### src/rtl/mdu_pkg.sv
// Shared encodings for the multiply/divide unit: operation codes, HI/LO
// write-source selects and the controller state encoding.
package mdu_pkg;

  typedef enum logic [1:0] {
    OP_MULTU = 2'b00,
    OP_MULT  = 2'b01,
    OP_DIVU  = 2'b10,
    OP_DIV   = 2'b11
  } alu2op_e;

  typedef enum logic [1:0] {
    WR_LO  = 2'b00,  // MTLO: A -> LO
    WR_HI  = 2'b01,  // MTHI: A -> HI
    WR_RES = 2'b10,  // operation result (written by the FSM, not by RHLWr)
    WR_RSV = 2'b11   // reserved, never writes
  } hlwsel_e;

  typedef enum logic [1:0] {
    S_IDLE = 2'b00,
    S_MUL  = 2'b01,
    S_DIV  = 2'b10,
    S_FIX  = 2'b11
  } state_e;

  localparam int DIV_CNT_W = 5;  // 32 quotient bits, one per cycle

  // Magnitude of a 32-bit operand; only negated when treated as signed.
  function automatic logic [31:0] mag32(input logic [31:0] x, input logic sgn);
    return (sgn && x[31]) ? (~x + 32'd1) : x;
  endfunction

endpackage

### src/rtl/mdu_if.sv
// Pipeline <-> MDU bus: launch/operands, HI/LO move requests, flush,
// and the busy/read-data responses.
interface mdu_if;
  logic        start;
  logic [1:0]  ALU2Op;
  logic [31:0] A;
  logic [31:0] B;
  logic        RHLWr;
  logic [1:0]  RHLSel_Wr;
  logic        RHLSel_Rd;
  logic        flush;
  logic        busy;
  logic [31:0] rdata;

  modport master (
    output start, ALU2Op, A, B, RHLWr, RHLSel_Wr, RHLSel_Rd, flush,
    input  busy, rdata
  );

  modport slave (
    input  start, ALU2Op, A, B, RHLWr, RHLSel_Wr, RHLSel_Rd, flush,
    output busy, rdata
  );
endinterface

### src/rtl/mdu_div.sv
// Iterative radix-2 restoring divider on unsigned magnitudes.
// One quotient bit per step; counter runs 0..31 and flags the last step.
module mdu_div
  import mdu_pkg::*;
(
  input  logic                 clk,
  input  logic                 rst,
  input  logic                 load_i,   // capture operands, restart
  input  logic                 step_i,   // perform one restoring step
  input  logic                 clear_i,  // abort: counter back to 0
  input  logic [31:0]          dvd_i,
  input  logic [31:0]          dvs_i,
  output logic [31:0]          quo_o,
  output logic [31:0]          rem_o,
  output logic                 last_o
);

  logic [31:0]          rem_q, rem_d;
  logic [31:0]          quo_q, quo_d;   // dividend bits shift out, quotient bits shift in
  logic [31:0]          dvs_q, dvs_d;
  logic [DIV_CNT_W-1:0] cnt_q, cnt_d;
  logic [32:0]          shifted;
  logic                 ge;

  // Next-state for the partial remainder, quotient shifter and counter.
  always_comb begin
    rem_d   = rem_q;
    quo_d   = quo_q;
    dvs_d   = dvs_q;
    cnt_d   = cnt_q;
    shifted = {rem_q, quo_q[31]};
    ge      = (shifted >= {1'b0, dvs_q});
    if (clear_i) begin
      cnt_d = '0;
    end else if (load_i) begin
      rem_d = '0;
      quo_d = dvd_i;
      dvs_d = dvs_i;
      cnt_d = '0;
    end else if (step_i) begin
      // When ge, shifted < 2*divisor so the difference fits in 32 bits.
      rem_d = ge ? (shifted[31:0] - dvs_q) : shifted[31:0];
      quo_d = {quo_q[30:0], ge};
      cnt_d = cnt_q + 5'd1;
    end
  end

  // Divider state registers with synchronous active-low reset.
  always_ff @(posedge clk) begin
    if (!rst) begin
      rem_q <= '0;
      quo_q <= '0;
      dvs_q <= '0;
      cnt_q <= '0;
    end else begin
      rem_q <= rem_d;
      quo_q <= quo_d;
      dvs_q <= dvs_d;
      cnt_q <= cnt_d;
    end
  end

  assign quo_o  = quo_q;
  assign rem_o  = rem_q;
  assign last_o = (cnt_q == 5'd31);

endmodule

### src/rtl/mdu.sv
// Multiply/divide unit with HI/LO registers. Multiply completes in one
// MUL cycle; divide runs 32 DIV steps plus one FIX cycle for sign repair.
module mdu
  import mdu_pkg::*;
(
  input  logic clk,
  input  logic rst,
  mdu_if.slave s
);

  state_e      state_q, state_d;
  alu2op_e     op_q, op_d;
  logic [31:0] a_q, a_d;
  logic [31:0] b_q, b_d;
  logic [31:0] hi_q, hi_d;
  logic [31:0] lo_q, lo_d;

  logic        accept;
  logic        is_div_in;
  logic        div_last;
  logic [31:0] div_quo, div_rem;
  logic        mul_sgn, div_sgn;
  logic [63:0] mul_a, mul_b, prod;
  logic [31:0] q_fix, r_fix;

  assign is_div_in = s.ALU2Op[1];
  assign mul_sgn   = (op_q == OP_MULT);
  assign div_sgn   = (op_q == OP_DIV);

  // Operands widened to 64 bits so the low 64 product bits are exact for
  // both signed and unsigned multiply.
  assign mul_a = mul_sgn ? {{32{a_q[31]}}, a_q} : {32'd0, a_q};
  assign mul_b = mul_sgn ? {{32{b_q[31]}}, b_q} : {32'd0, b_q};
  assign prod  = mul_a * mul_b;

  // Sign repair: quotient negative on sign mismatch, remainder follows A.
  assign q_fix = (div_sgn && (a_q[31] ^ b_q[31])) ? (~div_quo + 32'd1) : div_quo;
  assign r_fix = (div_sgn && a_q[31])             ? (~div_rem + 32'd1) : div_rem;

  mdu_div u_div (
    .clk     (clk),
    .rst     (rst),
    .load_i  (accept && is_div_in),
    .step_i  (state_q == S_DIV),
    .clear_i (s.flush),
    .dvd_i   (mag32(s.A, s.ALU2Op == OP_DIV)),
    .dvs_i   (mag32(s.B, s.ALU2Op == OP_DIV)),
    .quo_o   (div_quo),
    .rem_o   (div_rem),
    .last_o  (div_last)
  );

  // Controller next-state, operand latch and HI/LO write selection.
  always_comb begin
    state_d = state_q;
    op_d    = op_q;
    a_d     = a_q;
    b_d     = b_q;
    hi_d    = hi_q;
    lo_d    = lo_q;
    accept  = 1'b0;
    case (state_q)
      S_IDLE: begin
        if (!s.flush) begin
          if (s.start) begin
            accept  = 1'b1;
            op_d    = alu2op_e'(s.ALU2Op);
            a_d     = s.A;
            b_d     = s.B;
            state_d = is_div_in ? S_DIV : S_MUL;
          end
          if (s.RHLWr && s.RHLSel_Wr == WR_LO) lo_d = s.A;
          if (s.RHLWr && s.RHLSel_Wr == WR_HI) hi_d = s.A;
        end
      end
      S_MUL: begin
        state_d = S_IDLE;
        if (!s.flush) begin
          hi_d = prod[63:32];
          lo_d = prod[31:0];
        end
      end
      S_DIV: begin
        if (div_last) state_d = S_FIX;
      end
      S_FIX: begin
        state_d = S_IDLE;
        // Divide by zero runs to completion but leaves HI/LO untouched.
        if (!s.flush && b_q != 32'd0) begin
          hi_d = r_fix;
          lo_d = q_fix;
        end
      end
      default: state_d = S_IDLE;
    endcase
    if (s.flush) state_d = S_IDLE;
  end

  // State, operand and HI/LO registers with synchronous active-low reset.
  always_ff @(posedge clk) begin
    if (!rst) begin
      state_q <= S_IDLE;
      op_q    <= OP_MULTU;
      a_q     <= '0;
      b_q     <= '0;
      hi_q    <= '0;
      lo_q    <= '0;
    end else begin
      state_q <= state_d;
      op_q    <= op_d;
      a_q     <= a_d;
      b_q     <= b_d;
      hi_q    <= hi_d;
      lo_q    <= lo_d;
    end
  end

  assign s.busy  = (state_q != S_IDLE);
  assign s.rdata = s.RHLSel_Rd ? hi_q : lo_q;

endmodule

### src/flat_wrapper.sv
// flat-port wrapper written by rule: the top's interface ports become plain ports
module mdu_flat import mdu_pkg::*;
  (clk, rst, s_start, s_ALU2Op, s_A, s_B, s_RHLWr, s_RHLSel_Wr, s_RHLSel_Rd, s_flush, s_busy, s_rdata);
  mdu_if s_i ();
  input  logic clk;
  input  logic rst;
  input wire logic [$bits(s_i.start)-1:0] s_start;
  input wire logic [$bits(s_i.ALU2Op)-1:0] s_ALU2Op;
  input wire logic [$bits(s_i.A)-1:0] s_A;
  input wire logic [$bits(s_i.B)-1:0] s_B;
  input wire logic [$bits(s_i.RHLWr)-1:0] s_RHLWr;
  input wire logic [$bits(s_i.RHLSel_Wr)-1:0] s_RHLSel_Wr;
  input wire logic [$bits(s_i.RHLSel_Rd)-1:0] s_RHLSel_Rd;
  input wire logic [$bits(s_i.flush)-1:0] s_flush;
  output wire logic [$bits(s_i.busy)-1:0] s_busy;
  output wire logic [$bits(s_i.rdata)-1:0] s_rdata;
  assign s_i.start = s_start;
  assign s_i.ALU2Op = s_ALU2Op;
  assign s_i.A = s_A;
  assign s_i.B = s_B;
  assign s_i.RHLWr = s_RHLWr;
  assign s_i.RHLSel_Wr = s_RHLSel_Wr;
  assign s_i.RHLSel_Rd = s_RHLSel_Rd;
  assign s_i.flush = s_flush;
  assign s_busy = s_i.busy;
  assign s_rdata = s_i.rdata;
  mdu u_core (.clk(clk), .rst(rst), .s(s_i));
endmodule
### config.mk
export PLATFORM = sky130hd
export DESIGN_NAME = mdu_flat
export DESIGN_NICKNAME = d
export VERILOG_FILES = /design/src/rtl/mdu_pkg.sv /design/src/rtl/mdu_if.sv /design/src/rtl/mdu_div.sv /design/src/rtl/mdu.sv /design/src/flat_wrapper.sv
export SDC_FILE = /design/constraint.sdc
export NUM_CORES = 2
export LEC_CHECK = 0
export CAP_MARGIN = 20
export CORE_ASPECT_RATIO = 1.4
export CORE_UTILIZATION = 55
export CTS_CLUSTER_DIAMETER = 60
export DETAILED_ROUTE_END_ITERATION = 8
export MAX_ROUTING_LAYER = met4
export PLACE_DENSITY = 0.68
export SYNTH_ARGS = -nofsm -noshare
export SYNTH_HDL_FRONTEND = slang
export SYNTH_SLANG_ARGS = --single-unit
### constraint.sdc
create_clock -name clk -period 20.5 [get_ports clk]
set_input_delay 4.1 -clock clk [delete_from_list [all_inputs] [get_ports clk]]
set_output_delay 4.1 -clock clk [all_outputs]
set_load 0.03 [all_outputs]
Yosys cells after proc, flatten, opt, wreduce, memory -nomap -nowiden
Index checks and enable logic that the tools add are counted.
- bits of input ports: 74
- register bits: 233
- output and inout port bits: 33
- muxes and demuxes: 29
- order comparisons: 1
- $mul: 1
- bitwise logic cells: 7
- equality and inequality tests: 15
- $add $sub $neg: 6
- reduce and logical (&&, ||, !) cells: 24
- operators with widths (kind ; number):
    two-way mux 32 bit ; 18
    one-hot mux 32 bit (3 select lines) ; 2
    adder 32 x 1 -> 32 bit (second input constant) ; 4
    two-way mux 64 bit ; 2
    inverter 32 bit ; 4
    multiplier 64 x 64 -> 64 bit ; 1
    >= comparator 33 x 32 -> 1 bit ; 1
    nonzero test 32 bit ; 1
    subtractor 32 bit ; 1
    AND reduction 5 bit ; 2
    == test 2 bit (second input constant) ; 4
    logical AND 1 bit ; 8
    != test 2 x 1 -> 1 bit (second input constant) ; 4
    == test 2 x 1 -> 1 bit (second input constant) ; 3
    two-way mux 2 bit ; 3
    != test 2 bit (second input constant) ; 3
    one-hot mux 2 bit (3 select lines) ; 1
    AND reduction 2 bit ; 3
    adder 5 x 1 -> 5 bit (second input constant) ; 1
    == test 5 bit (second input constant) ; 1
    logical NOT 2 bit ; 2
    nonzero test 2 bit ; 2
    OR reduction 2 bit ; 2
    two-way mux 1 bit ; 3
    6 further kinds ; 7

Depth between registers and ports, before layout
- depth after elaboration: 6
- mapped depth: 36
- gate-level depth less buffers: 32

By module
From an unflattened synthesis, not the netlist that was laid out.
- cells, all modules: 7019
- area total of the unflattened synthesis: 62598.8 um^2
- by module, submodules not included (module ; instances ; seq. area each (um^2) ; area each (um^2) ; cells an instance):
    mdu ; 1 ; 2642.5 ; 56396.6 ; 6268
    mdu_div ; 1 ; 2021.9 ; 6202.2 ; 751

Worst setup path after synthesis
Ideal clock, no wire load.
- kind: reg-to-reg
- from: reg u_core.op_q[1]
- to: reg u_core.hi_q[30]
- buffers on the path: 4
- data arrival time: 9.218 ns
- setup slack: 11.166 ns
- cell stages (with the launch flop): 34
- cells stage by stage: dfxtp_1 -> clkbuf_1 -> nor2b_1 -> and2_1 -> clkbuf_1 -> clkbuf_1 -> nand2_1 -> fa_1 -> inv_1 -> fa_1 -> fa_1 -> inv_1 -> fa_1 -> inv_1 -> fa_1 -> fa_1 -> fa_1 -> fa_1 -> fa_1 -> inv_1 -> fa_1 -> inv_1 -> ha_1 -> clkbuf_1 -> a21o_1 -> a21o_1 -> a21oi_1 -> o21ai_0 -> a21oi_1 -> o21ai_2 -> a21oi_1 -> o41ai_1 -> or2_2 -> a31o_2
- longest elaborated chain between the ends: 5
- ends and longest elaborated chain (what ; RTL line ; source):
    start, declared ; mdu.sv:12 ; alu2op_e op_q, op_d;
    start signal, assigned ; mdu.sv:110 ; op_q <= op_d;
    == test 2 x 1 -> 1 bit or == test 2 bit (tied branches) ; mdu.sv:27, mdu.sv:28 ;
    two-way mux 64 bit, or another cell as far along ; mdu.sv:32 ; assign mul_a = mul_sgn ? {{32{a_q[31]}}, a_q} : {32'd0, a_q};
    multiplier 64 x 64 -> 64 bit or two-way mux 32 bit (tied branches) ; mdu.sv:34, mdu.sv:38 ;
    two-way mux 32 bit (on tied branches) ; mdu.sv:78, mdu.sv:89 ;
    one-hot mux 32 bit (3 select lines) * ; mdu.sv:62 ; case (state_q)
    end signal, assigned ; mdu.sv:113 ; hi_q <= hi_d;
    end, declared ; mdu.sv:15 ; logic [31:0] hi_q, hi_d;
Every way passes the cells marked *; elsewhere a longest branch is shown, timed or not. The select of a mux whose other input is x is not followed.
A chain may end at the register's enable or synchronous reset.

Worst setup path in the final report
- from: reg u_core.op_q[0]
- to: reg u_core.hi_q[30]
The elaborated chain is that of the path after synthesis.

==> run metrics <==
P_leak ~32 nW; Setup Skew 0.02325 ns; ys flop type dfxtp_1; failing checks design-rule violations; Synth cell types 93; overflow left after global routing 0; Final Cycle Share 50.17%; Synth Cell Area 0.06171 mm²; Setup crit start u_core.op_q[0]; drt pass-1 iters 9; crit path DAT 10.74 ns; P per Cell Area approximately 25 mW/mm²; Post-Route Setup TNS 0 ns; Reg clk slew, reported paths ~0.080 ns; worst min path class register to register; RR Startpoint u_core.op_q[0]; post-route ant nets 0; Syn Inst Count 6930; die area 0.1136 mm²; CTS tree yes; final hold violation count 0; DR vias/cell slightly below 6; CP Max Fanout 27; core area around 0.11 mm²; width of the die about 290 µm; pin count of the biggest net entering global routing between 70 and 80; minimum hold slack 0.4556 ns; layout cells sized above 1 approximately 3.3%; hold_sp u_core.b_q[21]; number of H-tree levels 1; DRC 4; CP Data Required Time 20.96 ns; first-pass GRT wire length 319400 µm; Tmin final 10.28 ns; Post-synth EDFFs 0; CP max-delay cell fa_1; status complete, but fails checks; CP Launch Type register; Ys Warns 0; crit path kind register to register; Crit. End Element register; # Max-Cap Violations 0; CTS sink cnt around 230; Worst-Skew Late Latency roughly 0.56 ns; HPWL Detailed 163100 µm; net count after synthesis 8771; Nets 8623; CP most frequent cell fa_1; hold_buf cts 0; total setup buffers inserted after CTS 0; post-CTS resize count 0; RSZ-0062 raised after global routing false; Starting Density a little under three fifths; Max Slew Vio Count 0; # IOs about 110; Vias 47940; DR WL/cell 25.02 µm; max frequency 97.24 MHz; Die Ht 398.3 µm; worst-margin pin slew 1.152 ns; clock buffer depth 3; area grow syn2layout 4.848%; total CTS buffers 21; drt initial violations 4183; worst vdd ir a little under 70 µV; IO buf count 106; register bit total from synthesis between 200 and 250; ys async rst share 0%; synthesized area per cell 8.904 µm²; initial antenna violation count 18; sequential fraction of the synthesis area around 7.6%; Root Driver clkbuf_16; slew margin rel. around 23%; Rows 145; Setup violations, final 0; final wirelength 207200 µm; number of global-route vias before repair 51940; Total GRT Usage roughly 40%; Routability Congestion 1.045; max incr delay on CP 0.90 ns
-- cell type report --
| cell class | count | area (µm²) |
|---|---|---|
| multi-input cells | 4735 | 49700 |
| fillers | 10140 | 46700 |
| inverters | 1590 | 5971 |
| flip-flops and latches | 233 | 4674 |
| well taps | 1470 | 1839 |
| repair buffers | 201 | 1790 |
| clock buffers | 26 | 574.3 |
| clock inverters | 12 | 123.9 |
| diodes | 11 | 27.53 |
-- state kept, by name, indices dropped and copies added (netlist names) --
register / count
u_core.u_div.quo_o: 32
u_core.lo_q: 32
u_core.u_div.rem_o: 32
u_core.hi_q: 32
u_core.u_div.dvs_q: 32
u_core.u_div.cnt_q: 5
u_core.op_q: 2
u_core.a_q: 32
u_core.b_q: 32
u_core.state_q: 2
-- cells by family after synthesis --
kind of cell | after synthesis | synth area share [%]
buffers and inverters | 1962 | 11.96
AND/OR/NAND/NOR | 1834 | 14.43
adder cells (fa/ha/maj) | 1771 | 53.22
AO/OA/AOI/OAI | 835 | 8.480
XOR/XNOR | 243 | 3.449
flip-flops | 233 | 7.559
multiplexers | 52 | 0.9104
-- cells in the mapped netlist (7+ instances only) --
library cell,number,area (µm²)
or2_2,8,50.05
o31ai_1,24,180.2
and2_1,509,3184
nand2b_1,19,118.9
xnor2_1,163,1428
a221oi_1,22,192.7
buf_2,7,35.03
a31oi_1,31,193.9
o21a_1,9,67.56
mux2i_1,19,190.2
nor2_1,184,690.7
ha_1,343,4292
dfxtp_1,233,4664
mux2_2,33,371.6
nand4_1,24,150.1
clkbuf_1,352,1321
xor2_1,80,700.7
o211ai_1,33,247.7
a21o_1,63,473.0
nor3_1,39,195.2
a211oi_1,45,337.8
buf_1,12,45.04
or3_1,13,81.33
o41ai_1,11,96.34
o21ai_0,166,830.8
nor2b_1,22,137.6
o21bai_1,10,75.07
inv_1,1588,5961
nand3_1,36,180.2
a311oi_1,7,61.31
or4_1,7,52.55
a21oi_1,316,1582
fa_1,1424,28510
a22oi_1,25,187.7
and3_1,42,262.8
nand2_1,869,3262
nor4_1,24,150.1
-- power breakdown --
part | leakage, nW | switching (mW) | total, mW | internal [mW]
registers | 1.90 | 0.0202 | 0.491 | 0.470
clock network | 0.348 | 0.205 | 0.432 | 0.227
logic | 30.1 | 0.459 | 0.678 | 0.219
total | 32.4 | 0.684 | 1.60 | 0.917
-- through the flow --
step | std cells | utilization [%] | setup WS [ns] | cell area (µm²) | total power, mW
after floorplan | 6930 | - | 11.17 | 61710 | 0.8969
after global placement | 8227 | 57.40 | 10.32 | 63940 | 1.151
after detailed placement | 8227 | 57.40 | 10.25 | 63940 | 1.156
after CTS | 8265 | 58.03 | 10.23 | 64640 | 1.589
after global routing | 8277 | 58.08 | 9.822 | 64690 | 1.672
final | 8278 | 58.08 | 10.22 | 64700 | 1.601
-- final timing paths --
| kind | end | slack [ns] | depth (start not counted) |
|---|---|---|---|
| setup / recovery | u_core.hi_q[30] | 10.22 | 31 |
| hold / removal | u_core.b_q[21] | 0.46 | 2 |
| setup reg to reg | u_core.hi_q[30] | 10.22 | 31 |
| hold reg to reg | u_core.b_q[21] | 0.46 | 2 |
-- placed cells by master (no fill, tap or decap), drive strengths merged, types with 11 or more instances in the layout --
cell and n:
mux2i 19, and2 512, nor4 27, nand2b 20, xor2 80, xnor2 163
a221oi 23, o41ai 12, o211ai 33, and3 42, clkdlybuf4s50 106, inv 1592
a21o 63, buf 95, dfxtp 233, nand2 869, nor2 185, a21oi 317
nand4 24, nor2b 22, nand3 37, diode 11, or3 14, a211oi 47
o31ai 25, a22oi 25, clkbuf 26, ha 343, nor3 42, fa 1424
a31oi 31, mux2 33, o21ai 173
-- metal layers --
metal	GRT usage, %	vias to the layer above	share of wire [%]
li1	-	20550	-
met1	46.37	24400	36
met2	62.21	2382	47
met3	7.280	596	9.0
met4	23.26	0	7.5
met5	-	-	0
-- critical path, delay by kind of cell, from the launching register on --
kind | cells | cell delay [ns]
AO/OA/AOI/OAI | 6 | 1.20
adder cells (fa/ha/maj) | 11 | 6.20
buffers and inverters | 9 | 1.50
AND/OR/NAND/NOR | 5 | 0.89
flip-flops | 1 | 0.35
(Power assumes the default switching activity.)
